==> src/rtl/uart_pkg.sv <==
// uart_pkg: shared UART state type, parity codes and bit-timing helper
package uart_pkg;
  typedef enum logic [2:0] {IDLE, START, DATA, PARITY, STOP} tx_state_t;
  localparam int PAR_NONE = 0;
  localparam int PAR_EVEN = 1;
  localparam int PAR_ODD  = 2;
  function automatic int calc_divisor(input int clk_freq, input int baud);
    return clk_freq / baud;
  endfunction
endpackage

==> src/rtl/uart_baud_cnt.sv <==
// uart_baud_cnt: bit-period counter, restartable, flags the last clock of each bit
module uart_baud_cnt #(
  parameter int DIVISOR = 434
) (
  input  logic clk,
  input  logic rst,
  input  logic en,
  input  logic clr,
  output logic bit_end
);
  localparam int CW = $clog2(DIVISOR);
  logic [CW-1:0] cnt_q, cnt_d;
  always_comb begin
    bit_end = en && cnt_q == CW'(DIVISOR - 1);
    cnt_d = (clr || !en || bit_end) ? '0 : cnt_q + 1'b1;
  end
  always_ff @(posedge clk) cnt_q <= rst ? '0 : cnt_d;
endmodule

==> src/rtl/uart_tx.sv <==
// uart_tx: valid/ready byte in, LSB-first start/data/parity/stop frame out
module uart_tx #(
  parameter int CLK_FREQ  = 50_000_000,
  parameter int BAUD_RATE = 115200,
  parameter int PARITY    = 0,
  parameter int STOP_BITS = 1
) (
  input  logic       clk,
  input  logic       rst_,
  input  logic [7:0] tx_data,
  input  logic       tx_valid,
  output logic       tx_ready,
  output logic       tx_serial,
  output logic       tx_busy,
  output logic       tx_done
);
  import uart_pkg::*;
  localparam int DIVISOR = calc_divisor(CLK_FREQ, BAUD_RATE);
  if (STOP_BITS < 1 || STOP_BITS > 2 || PARITY < 0 || PARITY > 2 || DIVISOR < 2) begin : g_bad_params
    $error("uart_tx: illegal STOP_BITS/PARITY/DIVISOR");
  end
  tx_state_t state_q, state_d;
  logic [7:0] shreg_q, shreg_d;
  logic [2:0] idx_q, idx_d;
  logic par_q, par_d, serial_q, serial_d, done_q, done_d;
  logic hs, bit_end;
  assign tx_ready  = state_q == IDLE && !rst_;
  assign tx_busy   = state_q != IDLE;
  assign tx_serial = serial_q;
  assign tx_done   = done_q;
  assign hs        = tx_valid && tx_ready;
  uart_baud_cnt #(.DIVISOR(DIVISOR)) u_baud (
    .clk(clk),
    .rst(rst_),
    .en(tx_busy),
    .clr(hs),
    .bit_end(bit_end)
  );
  always_comb begin
    state_d  = state_q;
    shreg_d  = shreg_q;
    idx_d    = idx_q;
    par_d    = par_q;
    serial_d = serial_q;
    done_d   = 1'b0;
    case (state_q)
      IDLE: if (hs) begin
        state_d  = START;
        shreg_d  = tx_data;
        idx_d    = '0;
        par_d    = (PARITY == PAR_ODD) ? ~^tx_data : ^tx_data;
        serial_d = 1'b0;
      end
      START: if (bit_end) begin
        state_d  = DATA;
        serial_d = shreg_q[0];
      end
      DATA: if (bit_end) begin
        shreg_d  = shreg_q >> 1;
        idx_d    = idx_q + 1'b1;
        serial_d = shreg_q[1];
        if (idx_q == 3'd7) begin
          idx_d = '0;
          if (PARITY != PAR_NONE) begin
            state_d  = uart_pkg::PARITY;
            serial_d = par_q;
          end else begin
            state_d  = STOP;
            serial_d = 1'b1;
          end
        end
      end
      uart_pkg::PARITY: if (bit_end) begin
        state_d  = STOP;
        serial_d = 1'b1;
      end
      STOP: if (bit_end) begin
        idx_d = idx_q + 1'b1;
        if (idx_q == 3'(STOP_BITS - 1)) begin
          state_d = IDLE;
          idx_d   = '0;
          done_d  = 1'b1;
        end
      end
      default: state_d = IDLE;
    endcase
  end
  always_ff @(posedge clk) begin
    if (rst_) begin
      state_q  <= IDLE;
      shreg_q  <= '0;
      idx_q    <= '0;
      par_q    <= 1'b0;
      serial_q <= 1'b1;
      done_q   <= 1'b0;
    end else begin
      state_q  <= state_d;
      shreg_q  <= shreg_d;
      idx_q    <= idx_d;
      par_q    <= par_d;
      serial_q <= serial_d;
      done_q   <= done_d;
    end
  end
endmodule

==> config.mk <==
export PLATFORM = sky130hd
export DESIGN_NAME = uart_tx
export DESIGN_NICKNAME = d
export VERILOG_FILES = /design/src/rtl/uart_pkg.sv /design/src/rtl/uart_baud_cnt.sv /design/src/rtl/uart_tx.sv
export SDC_FILE = /design/constraint.sdc
export NUM_CORES = 1
export LEC_CHECK = 0
export ABC_AREA = 1
export ABC_CLOCK_PERIOD_IN_PS = 3010
export CORE_MARGIN = 8
export CORE_UTILIZATION = 35
export DETAILED_ROUTE_END_ITERATION = 12
export PLACE_DENSITY = 0.53
export RECOVER_POWER = 50
export SLEW_MARGIN = 20
export SYNTH_ARGS = -nofsm -noshare
export SYNTH_HDL_FRONTEND = slang
export SYNTH_HIERARCHICAL = 1
export SYNTH_SLANG_ARGS = --single-unit
==> constraint.sdc <==
create_clock -name clk -period 3.01 [get_ports clk]
set_input_delay 0.7525 -clock clk [delete_from_list [all_inputs] [get_ports clk]]
set_output_delay 0.7525 -clock clk [all_outputs]
set_load 0.005 [all_outputs]
; Word-level counts from Yosys, hierarchy flattened
; Cells that the tools add are included.
[totals]
output_inout_bits = 4
ff_bits = 25
inputBits = 11
[op_classes]
n_reduce_logical = 19
n_addsub = 2
eq_ne = 13
n_mux = 24
n_bitwise = 2
[ops]
columns = op, count
row1 = $mux 3, 12
row2 = $mux 8, 2
row3 = $pmux 8 s2, 1
row4 = $pmux 3 s5, 1
row5 = $ne 2x2->1 const B, 6
row6 = $add 9x1->9 const B, 1
row7 = $eq 9x9->1 const B, 1
row8 = $pmux 3 s3, 1
row9 = $reduce_and 7->1, 1
row10 = $eq 3x2->1 const B, 2
row11 = $eq 3x3->1 const B, 2
row12 = $logic_not 3->1, 2
row13 = $mux 1, 6
row14 = $reduce_bool 3->1, 2
row15 = $reduce_and 5->1, 1
row16 = $pmux 1 s4, 1
row17 = $reduce_and 4->1, 1
row18 = $reduce_bool 4->1, 1
row19 = $add 3x1->3 const B, 1
row20 = $eq 3x1->1 const B, 1
row21 = $logic_and 1x1->1, 3
row22 = $reduce_and 3->1, 1
row23 = $reduce_or 3->1, 1
row24 = $logic_not 1->1, 2
row25 = other kinds (5), 7

; Longest topological paths before layout
[logic_depth]
word_depth = 6
mapped_depth = 14

; Hierarchy
; Netlist, hierarchy kept.
[modules_own_cells]
columns = mod, area_each_um2, instances, seq_area_each_um2, cells_per_inst
row1 = uart_tx, 970.9, 1, 320.3, 147
row2 = uart_baud_cnt, 496.7, 1, 180.2, 71

; Worst setup path before layout
; OpenSTA, ideal clock, no wires.
[synth_path]
path_type = register to register
start = reg state_q[1]
end = reg shreg_q[0]
t_arrival_ns = 1.778
path_slack_ns = 1.100
period_less_slack_ns = 1.910
stages_incl_launch_ff = 14
n_path_buf = 1
required_time_ns = 2.878
cell_sequence = dfxtp_1 buf_4 inv_1 nand2_2 inv_1 nor2_1 nor4b_2 inv_1 nand3_1 inv_1 nor2_4 nand2_4 nand2_1 a21oi_1
[synth_rtl]
columns = element, line
row1 = "start, declared", uart_tx.sv:22  ; tx_state_t state_q, state_d;
row2 = "start signal, assigned", uart_tx.sv:97  ; state_q <= state_d;
row3 = $reduce_bool 3->1, uart_tx.sv:28  ; assign tx_busy = state_q != IDLE;
row4 = via tx_busy, uart_tx.sv:14  ; output logic tx_busy,
row5 = $logic_and 1x1->1, uart_baud_cnt.sv:14  ; bit_end = en && cnt_q == CW'(DIVISOR - 1);
row6 = via bit_end, uart_tx.sv:26  ; logic hs, bit_end;
row7 = $ne 2x2->1 (no source line), -
row8 = $reduce_and 3->1 (no source line), -
row9 = "end signal, assigned", uart_tx.sv:98  ; shreg_q <= shreg_d;
row10 = "end, declared", uart_tx.sv:23  ; logic [7:0] shreg_q, shreg_d;
; The timed path passes the listed nets, and every way through them passes these cells.
; A chain may end at the register's enable or synchronous reset.

; Worst setup path in the final report
[layout_path]
start = in rst_
end = out tx_ready
[layout_between]
elab_chain_cells = 2
[layout_rtl]
columns = element, line
row1 = "start, declared", uart_tx.sv:9  ; input logic rst_,
row2 = $logic_not 1->1, uart_tx.sv:27  ; assign tx_ready = state_q == IDLE && !rst_;
row3 = $logic_and 1x1->1, uart_tx.sv:27
row4 = "end, declared", uart_tx.sv:12  ; output logic tx_ready,
; Every way passes these cells.

==> impl_results.md <==
* GRT Util Overall at 10.23%
* Syn nets at between 200 and 250
* Buffers & Inverters on Critical Path at 2
* CP top delay family: buffers and inverters
* Final Cycle Share at around nine tenths
* Routed WL per cell at roughly 11 µm
* Worst setup path startpoint: rst_
* # nets final at between 200 and 250
* Kind of critical path: in2out
* Post-route ant nets at 0
* Number of setup buffers added after CTS at 0
* CTS tree: built
* Antenna diode count at 0
* CTS Hold Bufs at 0
* R2R depth at 12
* Distinct cell type count after synthesis at 27
* Area growth syn-to-layout at 13.47%
* Worst relative slew slack at between 50 and 60%
* Initial Util at 36.43%
* Antenna violations before repair at 0
* Hold/Removal Path Class: reg2reg
* Placed Area at roughly 1600 µm²
* Final slew viol count at 0
* Slowest cell delay on critical path at roughly 570 ps
* First-pass GRT wire length at between 5000 and 6000 µm
* PwrDens at 742.2 nW/µm²
* Crit path cell chain: dlygate4sd3_1, nor2_1, clkdlybuf4s50_1
* Starting DRT DRC Count at between 50 and 60
* DR vias at approximately 1300
* Post_cts resized at 0
* Hold_sp: tx_serial
* Final hold slack at 464.8 ps
* Final setup violation count at 0
* CP arrival at ~2000 ps
* Overall Power at roughly 1.2 mW
* CTS buffer count at 3
* Yosys Warn Count at 6
* Status: finished clean
* Setup crit end kind: output port
* Lkg Pwr at approximately 0.72 nW
* CTS root buffer: clkbuf_8
* Fin. Hold Viols at 0
* Worst Hold Depth at 2
* #FFs+latches synth at 25
* Via density at 4.680
* RSZ-0062 raised after global routing: false
* Synthesized instance count at approximately 220
* Post-synthesis instance area at roughly 1500 µm²
* Post-DP HPWL at ~2200 µm
* GP Congestion at a little under 0.8
* Req. time, crit path at 2260 ps
* Mean area per synthesized cell at 6.732 µm²
* VDD IR-drop max at between 0.3 and 0.4 mV
* Final Cell Area at 1665 µm²
* Pre-antenna DRT Iters at 4
* Worst-Margin Slew at 604.6 ps
* Min Clock Period, post-route at ~2700 ps
* Clock Latency Late Sink at around 270 ps
* Detailed Route WL at roughly 3000 µm
* Register area share after synthesis at 34.10%
* Critical Path Fanout Max at 2
* Clock slew seen by the registers of the worst setup and hold paths at 90 ps
* Clock sink count at 25
* Number of H-tree levels at 1
* Core Box Area at between 4000 and 5000 µm²
* Largest net degree at the start of global routing at 15
* Rows at 23
* IO Pins at 15
* Number of global-route vias before repair at between 1000 and 1500
* R2R Path Start: state_q[2]
* Levels on crit path at 3
* Setup WS pre-CTS at 428.5 ps
* Port Buf Inserts at 14
* CP max stage cell: dlygate4sd3_1
* Post-Route Setup TNS at 0 ps
* Fmax at 368.2 MHz
* Clk buf depth at 2
* Layout cells sized above 1 at ~8.7%
* Die ar. at approximately 6500 µm²
* Die height at between 80 and 90 µm
* DIE WIDTH at between 80 and 90 µm
* Critical path launch point type: input port
* Skew final at between 2 and 2.5 ps
* Detailed-route DRC error count at 0
* GR Overflow Total at 0
* Crit path setup slack, layout at 294.0 ps
* Max cap viols at 0
==> worst register-to-register path, delay by kind of cell, from the launching register on <==
kind                   cells  cell delay (ps)
AO/OA/AOI/OAI              1               60
buffers and inverters      3              260
flip-flops                 1              550
AND/OR/NAND/NOR            8             1450
==> metrics by stage <==
stage	cells	utilization (%)
3_3_place_gp	277	40.40
6_report	281	41.34
3_5_place_dp	277	40.40
4_1_cts	281	41.55
2_1_floorplan	218	-
5_1_grt	281	41.34
==> Yosys cell counts (all sizes together) <==
cell type / n / area share, %
and3: 1 / 0.43
nand3: 20 / 6.8
xnor2: 1 / 0.60
a21oi: 13 / 5.2
dfxtp: 25 / 34
nand4: 1 / 0.43
xor2: 2 / 1.2
o21ai: 2 / 0.68
nor3b: 1 / 0.51
nand2: 72 / 20
buf: 5 / 3.2
nor4b: 1 / 1.0
or2: 1 / 0.43
ha: 5 / 4.3
inv: 21 / 5.4
a21boi: 2 / 1.0
clkbuf: 1 / 0.26
nor3: 5 / 1.7
nand3b: 1 / 0.77
nor2: 38 / 12
==> where the power goes <==
part           switching (mW)  internal (mW)
Clock                   0.115         0.0929
Sequential             0.0688          0.411
Combinational           0.347          0.202
==> area by class of cell <==
cell class | count | area (µm²)
fillers | 458 | 2364
multi-input cells | 166 | 833.3
flip-flops and latches | 25 | 500.5
repair buffers | 15 | 143.9
inverters | 21 | 78.83
well taps | 50 | 62.56
clock buffers | 3 | 41.29
clock inverters | 1 | 5.005
==> path summary, 6_finish.rpt <==
path / to / slack, ps
worst min-delay path: tx_serial / 460
worst min register to register: tx_serial / 460
worst max register to register: shreg_q[5] / 560
worst max-delay path: tx_ready / 290
==> cells in the final DEF, fill, tap and decap left out, types with 2 or more instances in the layout <==
master           Yosys  layout
nand2_1             65      66
nor2_1              30      31
dfxtp_1             25      25
inv_1               21      21
nand3_1             20      20
a21oi_1             12      12
clkdlybuf4s50_1      0      11
nor3_1               5       5
nor2_2               6       5
ha_1                 5       5
nand2_2              5       4
clkbuf_8             0       3
dlygate4sd3_1        0       3
nor2_4               2       2
nand2_4              2       2
a21boi_0             2       2
o21ai_0              2       2
xor2_1               2       2
==> sequential cells by signal (all words and copies together), names as in the netlist <==
name / flops
idx_q: 3
shreg_q: 8
state_q: 3
tx_done: 1
tx_serial: 1
u_baud/cnt_q: 9
==> cells by family (layout without fill, tap and decap cells) <==
logic type                 Yosys count  after routing  synth area share, %
AOI/OAI and AO/OA                   17             17                6.906
xor gates and xnor gates             3              3                1.791
adders and majority gates            5              5                4.263
buffers and inverters               27             40                8.781
DFF                                 25             25                34.10
and+or+nand+nor                    141            141                44.16
==> per-layer routing <==
metal	track usage, %	up-vias	share of wire, %	wire [µm]
li1	-	710	-	-
met1	12.89	589	50	1495
met2	16.04	14	45	1363
met3	3.422	2	3.9	118
met4	3.393	0	0.83	25
met5	0	-	0	0
(Power assumes the default switching activity.)
==> edit: new RTL, same settings <==
`CLK_FREQ`: 50_000_000 -> 100_000_000.
--- a/src/rtl/uart_tx.sv
+++ b/src/rtl/uart_tx.sv
@@ -1,5 +1,5 @@
 // uart_tx: valid/ready byte in, LSB-first start/data/parity/stop frame out
 module uart_tx #(
-  parameter int CLK_FREQ  = 50_000_000,
+  parameter int CLK_FREQ  = 100_000_000,
   parameter int BAUD_RATE = 115200,
   parameter int PARITY    = 0,
Behaviour: same outputs for any inputs over 10 cycles, from zero or initial values and one cycle with rst_ high; that may be too few to reach the edited logic, so the function may still have changed.
==> edit against the unedited design <==
Die area rose by 1.6%. Critical endpoint unchanged. Final area rose by 2.3%. Non-clock buffer count unchanged. Routed wire length grew 2.1%. Core utilization is 0.66 points higher. Setup slack lost 0.013 ns. Clock power grew 9%. Sequential share of layout area up 0.49 points. Worst hold slack improved by 0.0010 ns. Power is 2.0% higher. Sequential cell count increased by 1. Count of clock-buffer cells in the layout increased by 1. Area after synthesis up 2.0%.
==> edit: results (changes against the unedited design) <==
Status
  • Status: completed

Critical path
  • Worst reg-to-reg setup slack: 0.66 ns (+0.10 ns)
  • CP peak stage delay: 0.58 ns
  • Crit Path Max Fanout: 2 (unchanged)
  • CP arrival: 1.98 ns (+0.02 ns)
  • CP top delay family: buffers and inverters
  • Reg2Reg Depth: 11 (-1)
  • Slowest library cell on the worst path: dlygate4sd3_1

Power and ir drop
  • P_leak: 0.748 nW (+4.4%)
  • NetSw: 0.000523 W (-1.4%)
  • Peak VDD IR: 0.451 mV (+32%)

Synthesis
  • Largest cells by area after synthesis: dfxtp_1, nand2_1, nand3_1, nor2_1, inv_1
  • Synth cell count leaders: nand2_1, dfxtp_1, nor2_1
  • YS warnings: 6 (unchanged)
  • Register area share after synthesis: 34.8% (+0.65 points)
  • Syn avg cell area: 6.72 um2 (-0.24%)
  • Mapped Nets: 238 (+1.7%)
  • Yosys cell types: 28 (+3.7%)
  • Cell taking the most area after synthesis: dfxtp_1
  • FFs w/ async S/R, synth: 0% (unchanged)

Clocking
  • Post-CTS Setup Inserts: 0 (unchanged)
  • CTS-repair resized insts: 0 (unchanged)
  • Htree depth: 1 (unchanged)
  • Clock buffer depth: 2 (unchanged)
  • Worst-Skew Late Latency: 0.27 ns (about the same)
  • CTS Buf Count: 3 (unchanged)
  • Clock slew at reported path FFs: 0.09 ns (about the same)
  • CTS Root Buffer Type: clkbuf_8

Global routing
  • Global-route wire length before repair: 5640 um (+4.9%)
  • All-Layer GR Usage: 10.5% (+0.30 points)
  • Pin count of the biggest net entering global routing: 15 (unchanged)
  • Vias in the first global route: 1273 (+3.4%)
  • Initial antenna violation count: 0 (unchanged)

Hold path
  • Worst hold path type: reg2reg
  • Hold path cells: 2 (unchanged)

Placement
  • Port Buffers: 14 (unchanged)
  • DP Worst Slack: 0.397 ns (-0.0311 ns)
  • Detailed placement HPWL: 2260 um (+0.48%)
  • Placement-stage cell area: 0.00167 mm2 (+2.5%)
  • Global placer's final weighted congestion: 0.800 (+3.5%)
  • Placed insts: 283 (+2.2%)

Routing
  • Drt via density: 4.50 (-3.8%)
  • First-pass DRT Iterations: 4 (unchanged)
  • DRT iter0 DRCs: 101 (+87%)
  • Routed WL: 3070 um (+2.1%)

Cells and area
  • Fin cells: 287 (+2.1%)
  • Nets@finish: 253 (+2.0%)
  • Top Registers: u_baud/cnt_q x10, shreg_q x8
  • Layout cells sized above 1: 8.02% (-0.64 points)
  • Fillers: 444 (-3.1%)
  • Ant diodes: 0 (unchanged)

Timing
  • Relative slew margins: 59.1% (-0.60 points)
  • Final setup margin: 0.281 ns (-0.0134 ns)
  • Layout Skew: 0.00181 ns (-0.000564 ns)
  • Hold Slack: 0.466 ns (+0.00102 ns)
-- edit: worst register-to-register path: stages (launching register included) --
cell,delay (ns)
dfxtp_1,0.54
nor2_4,0.16
nand2_2,0.17
nand2_1,0.09
nor3_1,0.36
inv_1,0.13
nand3_1,0.12
inv_1,0.07
nor2_4,0.29
nand2_4,0.14
nand2_1,0.08
a21oi_1,0.06
-- edit: worst paths after layout --
path	endpoint	from
worst max-delay path	tx_ready	rst_
worst min-delay path	shreg_q[4]$_SDFFE_PP0P_	shreg_q[4]$_SDFFE_PP0P_
worst max register to register	shreg_q[5]$_SDFFE_PP0P_	state_q[2]$_SDFFE_PP0P_
worst min register to register	shreg_q[4]$_SDFFE_PP0P_	shreg_q[4]$_SDFFE_PP0P_
-- edit: layer usage --
layer  share of wire (%)  GRT usage (%)  up-vias
met5                   0              0        -
met4                0.62           2.14        0
met3                 5.4           3.60        2
li1                    -              -      728
met2                  40           16.0       24
met1                  54           14.1      538
-- edit: cell families after synthesis --
group	count (synthesis)	synth area share (%)
xor+xnor	4	2.34
fa+ha+maj	4	3.34
compound gates	17	6.93
flops	26	34.8
simple gates	145	44.5
buf+inv	27	8.10
-- edit: layout make-up --
class | count | area (um2) | share of cell area [%]
repair buffers | 15 | 144 | 8.44
multi-input cells | 170 | 840 | 49.3
inverters | 22 | 82.6 | 4.85
flip-flops and latches | 26 | 520 | 30.5
clock buffers | 4 | 55.1 | 3.23
well taps | 50 | 62.6 | 3.67
-- edit: power groups by stage --
stage | Clock, W | Combinational [W] | Sequential [W]
final | 0.000226 | 0.000542 | 0.000493
after global routing | 0.000254 | 0.000631 | 0.000507
after CTS | 0.000241 | 0.000564 | 0.000492
after detailed placement | 0 | 0.000561 | 0.000499
after global placement | 0 | 0.000562 | 0.000499
after floorplan | 0 | 0.000466 | 0.000472
